==> src/rtl/decode_pkg.sv <==
// Shared definitions for the decode/immediate stage: RV32 base opcodes,
// the instruction format enumeration and the decoded-field bundle that
// travels through the stage registers.
package decode_pkg;

    // RV32 base opcodes; bits [1:0] are always 2'b11 for 32-bit encodings
    localparam logic [6:0] OPC_LUI      = 7'b0110111;
    localparam logic [6:0] OPC_AUIPC    = 7'b0010111;
    localparam logic [6:0] OPC_JAL      = 7'b1101111;
    localparam logic [6:0] OPC_JALR     = 7'b1100111;
    localparam logic [6:0] OPC_BRANCH   = 7'b1100011;
    localparam logic [6:0] OPC_LOAD     = 7'b0000011;
    localparam logic [6:0] OPC_STORE    = 7'b0100011;
    localparam logic [6:0] OPC_OP_IMM   = 7'b0010011;
    localparam logic [6:0] OPC_OP       = 7'b0110011;
    localparam logic [6:0] OPC_MISC_MEM = 7'b0001111;
    localparam logic [6:0] OPC_SYSTEM   = 7'b1110011;

    typedef enum logic [2:0] {
        FMT_R   = 3'd0,
        FMT_I   = 3'd1,
        FMT_S   = 3'd2,
        FMT_B   = 3'd3,
        FMT_U   = 3'd4,
        FMT_J   = 3'd5,
        FMT_ILL = 3'd7
    } fmt_e;

    // Everything decoded from the instruction word except the immediate
    // and PC, whose widths follow XLEN and are held alongside this bundle.
    typedef struct packed {
        fmt_e       fmt;
        logic [4:0] rd;
        logic [4:0] rs1;
        logic [4:0] rs2;
        logic [2:0] funct3;
        logic [6:0] funct7;
        logic [6:0] opcode;
        logic       illegal;
    } dec_fields_t;

    // Map a full 7-bit opcode to its encoding format. Any word whose low
    // two bits are not 2'b11 cannot match a listed opcode, so it lands on
    // FMT_ILL without a separate check.
    function automatic fmt_e opcode_fmt(input logic [6:0] opc);
        fmt_e f;
        case (opc)
            OPC_LUI,
            OPC_AUIPC:    f = FMT_U;
            OPC_JAL:      f = FMT_J;
            OPC_BRANCH:   f = FMT_B;
            OPC_STORE:    f = FMT_S;
            OPC_JALR,
            OPC_LOAD,
            OPC_OP_IMM,
            OPC_SYSTEM,
            OPC_MISC_MEM: f = FMT_I;
            OPC_OP:       f = FMT_R;
            default:      f = FMT_ILL;
        endcase
        return f;
    endfunction

endpackage

==> src/rtl/imm_extract.sv <==
// Purely combinational RV32 field decode and immediate extraction.
// Immediates are assembled at 32 bits and sign-extended to XLEN.
module imm_extract
    import decode_pkg::*;
#(
    parameter int XLEN = 32
) (
    input  logic [31:0]      instr,
    output logic [XLEN-1:0]  imm,
    output dec_fields_t      fields
);

    fmt_e               fmt;
    logic signed [31:0] imm32;

    assign fmt = opcode_fmt(instr[6:0]);

    // Split the raw word into its register and function fields
    always_comb begin
        fields         = '0;
        fields.fmt     = fmt;
        fields.rd      = instr[11:7];
        fields.rs1     = instr[19:15];
        fields.rs2     = instr[24:20];
        fields.funct3  = instr[14:12];
        fields.funct7  = instr[31:25];
        fields.opcode  = instr[6:0];
        fields.illegal = (fmt == FMT_ILL);
    end

    // Reassemble the format-specific immediate bit scatter into 32 bits
    always_comb begin
        imm32 = '0;
        case (fmt)
            FMT_I: imm32 = {{20{instr[31]}}, instr[31:20]};
            FMT_S: imm32 = {{20{instr[31]}}, instr[31:25], instr[11:7]};
            FMT_B: imm32 = {{19{instr[31]}}, instr[31], instr[7],
                            instr[30:25], instr[11:8], 1'b0};
            FMT_J: imm32 = {{11{instr[31]}}, instr[31], instr[19:12],
                            instr[20], instr[30:21], 1'b0};
            FMT_U: imm32 = {instr[31:12], 12'b0};
            default: imm32 = '0;
        endcase
    end

    // Signed size cast replicates bit 31 up to XLEN (no-op at XLEN=32)
    assign imm = XLEN'(imm32);

endmodule

==> src/rtl/decode_imm_stage.sv <==
// Decode/immediate pipeline stage: one output register plus one skid
// entry behind a valid/ready handshake on each side. in_ready is a
// register, so there is no combinational path from out_ready to in_ready.
// Optional macro DECODE_PERF_CNT_EN adds saturating transfer counters
// cnt_decoded and cnt_illegal.
module decode_imm_stage
    import decode_pkg::*;
#(
    parameter int XLEN  = 32,
    parameter int CNT_W = 16
) (
    input  logic             clk,
    input  logic             rst,
    input  logic             in_valid,
    output logic             in_ready,
    input  logic [31:0]      in_instr,
    input  logic [XLEN-1:0]  in_pc,
    output logic             out_valid,
    input  logic             out_ready,
    output logic [XLEN-1:0]  out_imm,
    output logic [2:0]       out_fmt,
    output logic [4:0]       out_rd,
    output logic [4:0]       out_rs1,
    output logic [4:0]       out_rs2,
    output logic [2:0]       out_funct3,
    output logic [6:0]       out_funct7,
    output logic [6:0]       out_opcode,
    output logic [XLEN-1:0]  out_pc,
    output logic             out_illegal
`ifdef DECODE_PERF_CNT_EN
    ,
    output logic [CNT_W-1:0] cnt_decoded,
    output logic [CNT_W-1:0] cnt_illegal
`endif
);

    if (!((XLEN == 32) || (XLEN == 64)) || (CNT_W < 1)) begin : g_bad_param
        $error("decode_imm_stage: XLEN must be 32 or 64 and CNT_W at least 1");
    end

    dec_fields_t      dec_fields;
    logic [XLEN-1:0]  dec_imm;

    dec_fields_t      out_fields_q;
    logic [XLEN-1:0]  out_imm_q;
    logic [XLEN-1:0]  out_pc_q;
    logic             out_valid_q;

    dec_fields_t      skid_fields_q;
    logic [XLEN-1:0]  skid_imm_q;
    logic [XLEN-1:0]  skid_pc_q;
    logic             skid_full_q;

    logic             in_ready_q;

    logic             in_fire;
    logic             out_fire;
    logic             load_from_skid;
    logic             load_from_in;
    logic             load_skid;
    logic             out_valid_d;
    logic             skid_full_d;

    imm_extract #(
        .XLEN (XLEN)
    ) u_imm_extract (
        .instr  (in_instr),
        .imm    (dec_imm),
        .fields (dec_fields)
    );

    assign in_fire  = in_valid && in_ready_q;
    assign out_fire = out_valid_q && out_ready;

    // Choose where this edge's data goes. The skid entry only fills while
    // the output is held, and in_ready is low whenever it is full, so a
    // full skid never coincides with a new input.
    always_comb begin
        load_from_skid = 1'b0;
        load_from_in   = 1'b0;
        load_skid      = 1'b0;
        out_valid_d    = out_valid_q;
        skid_full_d    = skid_full_q;
        if (!out_valid_q || out_ready) begin
            if (skid_full_q) begin
                load_from_skid = 1'b1;
                out_valid_d    = 1'b1;
                skid_full_d    = 1'b0;
            end else if (in_fire) begin
                load_from_in   = 1'b1;
                out_valid_d    = 1'b1;
            end else begin
                out_valid_d    = 1'b0;
            end
        end else if (in_fire) begin
            load_skid   = 1'b1;
            skid_full_d = 1'b1;
        end
    end

    // Occupancy flags; in_ready is held low through reset and rises one
    // cycle after release
    always_ff @(posedge clk or posedge rst) begin
        if (rst) begin
            out_valid_q <= 1'b0;
            skid_full_q <= 1'b0;
            in_ready_q  <= 1'b0;
        end else begin
            out_valid_q <= out_valid_d;
            skid_full_q <= skid_full_d;
            in_ready_q  <= !skid_full_d;
        end
    end

    // Output register: refilled from the skid entry first to keep order
    always_ff @(posedge clk or posedge rst) begin
        if (rst) begin
            out_fields_q <= '0;
            out_imm_q    <= '0;
            out_pc_q     <= '0;
        end else if (load_from_skid) begin
            out_fields_q <= skid_fields_q;
            out_imm_q    <= skid_imm_q;
            out_pc_q     <= skid_pc_q;
        end else if (load_from_in) begin
            out_fields_q <= dec_fields;
            out_imm_q    <= dec_imm;
            out_pc_q     <= in_pc;
        end
    end

    // Skid entry captures an input accepted while the output is stalled
    always_ff @(posedge clk or posedge rst) begin
        if (rst) begin
            skid_fields_q <= '0;
            skid_imm_q    <= '0;
            skid_pc_q     <= '0;
        end else if (load_skid) begin
            skid_fields_q <= dec_fields;
            skid_imm_q    <= dec_imm;
            skid_pc_q     <= in_pc;
        end
    end

    assign in_ready    = in_ready_q;
    assign out_valid   = out_valid_q;
    assign out_imm     = out_imm_q;
    assign out_pc      = out_pc_q;
    assign out_fmt     = out_fields_q.fmt;
    assign out_rd      = out_fields_q.rd;
    assign out_rs1     = out_fields_q.rs1;
    assign out_rs2     = out_fields_q.rs2;
    assign out_funct3  = out_fields_q.funct3;
    assign out_funct7  = out_fields_q.funct7;
    assign out_opcode  = out_fields_q.opcode;
    assign out_illegal = out_fields_q.illegal;

`ifdef DECODE_PERF_CNT_EN
    logic [CNT_W-1:0] cnt_decoded_q;
    logic [CNT_W-1:0] cnt_illegal_q;

    // Count output transfers, saturating at all-ones
    always_ff @(posedge clk or posedge rst) begin
        if (rst) begin
            cnt_decoded_q <= '0;
            cnt_illegal_q <= '0;
        end else if (out_fire) begin
            if (cnt_decoded_q != '1) begin
                cnt_decoded_q <= cnt_decoded_q + 1'b1;
            end
            if (out_fields_q.illegal && (cnt_illegal_q != '1)) begin
                cnt_illegal_q <= cnt_illegal_q + 1'b1;
            end
        end
    end

    assign cnt_decoded = cnt_decoded_q;
    assign cnt_illegal = cnt_illegal_q;
`endif

endmodule

==> config.mk <==
export PLATFORM = sky130hd
export DESIGN_NAME = decode_imm_stage
export DESIGN_NICKNAME = d
export VERILOG_FILES = /design/src/rtl/decode_pkg.sv /design/src/rtl/imm_extract.sv /design/src/rtl/decode_imm_stage.sv
export SDC_FILE = /design/constraint.sdc
export NUM_CORES = 1
export LEC_CHECK = 0
export ABC_AREA = 1
export BUFFER_PORTS_ARGS = -buffer_cell sky130_fd_sc_hd__clkbuf_2
export CAP_MARGIN = 20
export CORE_UTILIZATION = 34
export DETAILED_ROUTE_END_ITERATION = 7
export PLACE_DENSITY_LB_ADDON = 0.12
export SLEW_MARGIN = 10
export SYNTH_ARGS = -nofsm -noshare
export SYNTH_HDL_FRONTEND = slang
export SYNTH_SLANG_ARGS = --single-unit
==> constraint.sdc <==
create_clock -name clk -period 15.3 [get_ports clk]
set_input_delay 0.765 -clock clk [delete_from_list [all_inputs] [get_ports clk]]
set_output_delay 0.765 -clock clk [all_outputs]
set_load 0.01 [all_outputs]
==> flow_metrics.env <==
export IMPL_cp_end_kind="register"
export IMPL_peakVddDrop_v=0.0000801
export IMPL_status="finished, violations left"
export IMPL_crit_top_cell="inv_2"
export IMPL_cts_clk_slew_worst_paths_ns=0.06
export IMPL_design_area_mm2=0.0110
export IMPL_port_buffer_count=169
export IMPL_antenna_found_initial=0
export IMPL_grt_pass1_wl_um=44300
export IMPL_worstMarginPinSlew_ns=0.996
export IMPL_syn_area_per_cell_um2=7.98
export IMPL_vias=7991
export IMPL_fin_setup_tns_ns=0
export IMPL_worstPathCellList="inv_1 -> nor2_1 -> inv_2 -> nor2_4 -> inv_2 -> buf_4 -> nand2_1 -> o21ai_0"
export IMPL_drc_errors=10
export IMPL_area_growth_pct=20.3
export IMPL_nets=1343
export IMPL_grt_overflow_total=0
export IMPL_synthCells=1144
export IMPL_synth_top_area_frac=0.556
export IMPL_ys_ff_latch=203
export IMPL_synth_area_mm2=0.00913
export IMPL_syn_num_nets=1212
export IMPL_sw_frac_of_total=0.317
export IMPL_cap_violations=0
export IMPL_drive_above_1_share=0.185
export IMPL_rows=59
export IMPL_post_cts_setup_buffers=0
export IMPL_power_uw=1740
export IMPL_synth_most_common_cell="nand2_1"
export IMPL_timing_fmax_mhz=344
export IMPL_htreeDepth=1
export IMPL_gr_usage_all_layers=0.201
export IMPL_clockBufferDepth=3
export IMPL_clkLatencyLatePin_ns=0.51
export IMPL_crit_arrival_ns=3.26
export IMPL_final_hold_viol_count=0
export IMPL_layout_setup_ws_ns=12.39
export IMPL_cts_resized_gates=0
export IMPL_rsz0062_at_grt="no"
export IMPL_vias_per_cell=4.91
export IMPL_ant_nets=0
export IMPL_crit_fanout=61
export IMPL_cts_num_sinks=203
export IMPL_p_int_uw=1190
export IMPL_cts_tree="built"
export IMPL_yosys_top_cells_area="dfrtp_1 (56%), nand2_1 (15%), o21ai_0 (7.5%)"
export IMPL_numCtsBuffers=24
export IMPL_p_leak_uw=0.00573
export IMPL_ys_top_cells_by_count="nand2_1 (376), dfrtp_1 (203), nor2_1 (162), o21ai_0 (137)"
export IMPL_powerDensity_mw_per_mm2=158
export IMPL_cts_hold_buf=0
export IMPL_clkPwrFrac=0.336
export IMPL_wirelength_um=27600
export IMPL_ys_flop_type="dfrtp_1"
export IMPL_coreArea_mm2=0.0262
export IMPL_slew_headroom=0.336
export IMPL_fin_skew_ns=0.00697
export IMPL_cp_slowest_cell="nor2_4"
export IMPL_synth_edff_count=0
export IMPL_wl_per_cell_um=16.9
export IMPL_worstPathRequired_ns=15.66
export IMPL_gp_congestion=0.792
export IMPL_ys_types=28
export IMPL_seqPwrFrac=0.445
export IMPL_critPathKind="reg -> reg"
export IMPL_root_buffer="clkbuf_16"
export IMPL_dr_pass1_iters=7
export IMPL_cp_slowest_stage_delay_ns=0.65
export IMPL_ys_warn_count=0
export IMPL_finalSetupViolCount=0
export IMPL_dpl_instance_area_mm2=0.0102
export IMPL_dp_hpwl_um=17200
export IMPL_hold_class="in -> async"
export IMPL_period_share=0.190
export IMPL_dp_slack_ns=11.90
export IMPL_power_switching_uw=551
export IMPL_die_y_um=166
export IMPL_drtIter0Drc=526
export IMPL_num_antenna_cells=0
export IMPL_grt_pass1_vias=7762
export IMPL_comb_power_share=0.219
export IMPL_slew_viol_final=0
export IMPL_fp_dieArea_mm2=0.0275
export IMPL_grt_max_degree=91
export IMPL_async_flop_share=1.00
export IMPL_cp_start_kind="register"
export IMPL_seq_area_frac_synth=0.556
export IMPL_die_x_um=166
export IMPL_period_minus_slack_ns=2.91
export IMPL_synth_top_area_cell="dfrtp_1"
export IMPL_start_util=0.349
export IMPL_violations="DRC"
export IMPL_ios=170
[logic make-up (layout without fill, tap and decap cells)]
group	after synthesis	after routing	synth area share
AO/OA/AOI/OAI	221	221	0.125
AND/OR/NAND/NOR	604	604	0.266
flip-flops	203	203	0.556
buffers and inverters	116	265	0.0536
[metal layers]
metal,part of all wire,global-route usage,up-vias
met4,0.019,0.0488,0
met2,0.45,0.318,227
li1,-,-,3941
met5,0,0,-
met3,0.068,0.0441,37
met1,0.46,0.280,3786
[cell usage in the layout (no fill, tap or decap)]
master       n
a21boi_0     1
a21oi_1     21
a31oi_1     22
buf_16       1
buf_4        8
bufinv_16    2
clkbuf_1     8
clkbuf_16   25
clkbuf_2   169
clkbuf_8     5
clkinv_2     4
dfrtp_1    203
inv_1       34
inv_2        7
inv_4        1
inv_8        1
nand2_1    376
nand2_2      5
nand2_4      1
nand3_1     39
nand3_2      3
nand3_4      1
nand4_1     10
nor2_1     161
nor2_2       1
nor2_4       3
nor3_4       1
o211ai_1     1
o21ai_0    137
o21ai_1     39
or2_0        2
or2_2        1
[registers in the layout (all words and copies together) (netlist names), 3 cells and up]
| register | flops |
|---|---|
| out_fmt | 3 |
| out_funct3 | 3 |
| out_funct7 | 7 |
| out_imm | 32 |
| out_opcode | 7 |
| out_pc | 32 |
| out_rd | 5 |
| out_rs1 | 5 |
| out_rs2 | 5 |
| skid_fields_q | 36 |
| skid_imm_q | 32 |
| skid_pc_q | 32 |
[path summary, 6_finish.rpt]
path	startpoint	cells after the start	slack (ns)	endpoint
max	out_valid	8	12.39	skid_fields_q[31]
min	rst	2	0.34	skid_pc_q[18]
max reg2reg	out_valid	8	12.39	skid_fields_q[31]
min reg2reg	skid_pc_q[24]	2	0.46	skid_pc_q[24]
max in group asynchronous	rst	3	13.66	skid_imm_q[16]
min in group clk	skid_pc_q[24]	2	0.46	skid_pc_q[24]
[cell type report]
class / count / area, µm²
fill: 2680 / 15200
clock buffer: 38 / 724
inverter: 43 / 171
timing repair buffer: 178 / 933
multi-input combinational: 825 / 3580
clock inverter: 6 / 80.1
tap: 335 / 419
sequential: 203 / 5080
[through the flow]
stage                     utilization  hold slack (ns)  instances
after floorplan                     -            0.437       1144
after global placement          0.387            0.449       1583
after detailed placement        0.388            0.453       1584
after CTS                       0.419            0.360       1628
after global routing            0.419            0.384       1628
final                           0.419            0.343       1628
[power groups by stage]
stage	logic (µW)	clock network, µW	registers (µW)
final	381	584	773
after global routing	436	621	792
after CTS	389	601	773
after detailed placement	389	0	780
after global placement	380	0	781
after floorplan	204	0	795
[critical path: cells and delay by family (launching register included)]
| family | cells | cell delay [ns] |
|---|---|---|
| simple gates | 3 | 1.13 |
| buf+inv | 4 | 1.09 |
| flops | 1 | 0.40 |
| compound gates | 1 | 0.10 |
No activity file was read; power rests on OpenSTA's default activity.
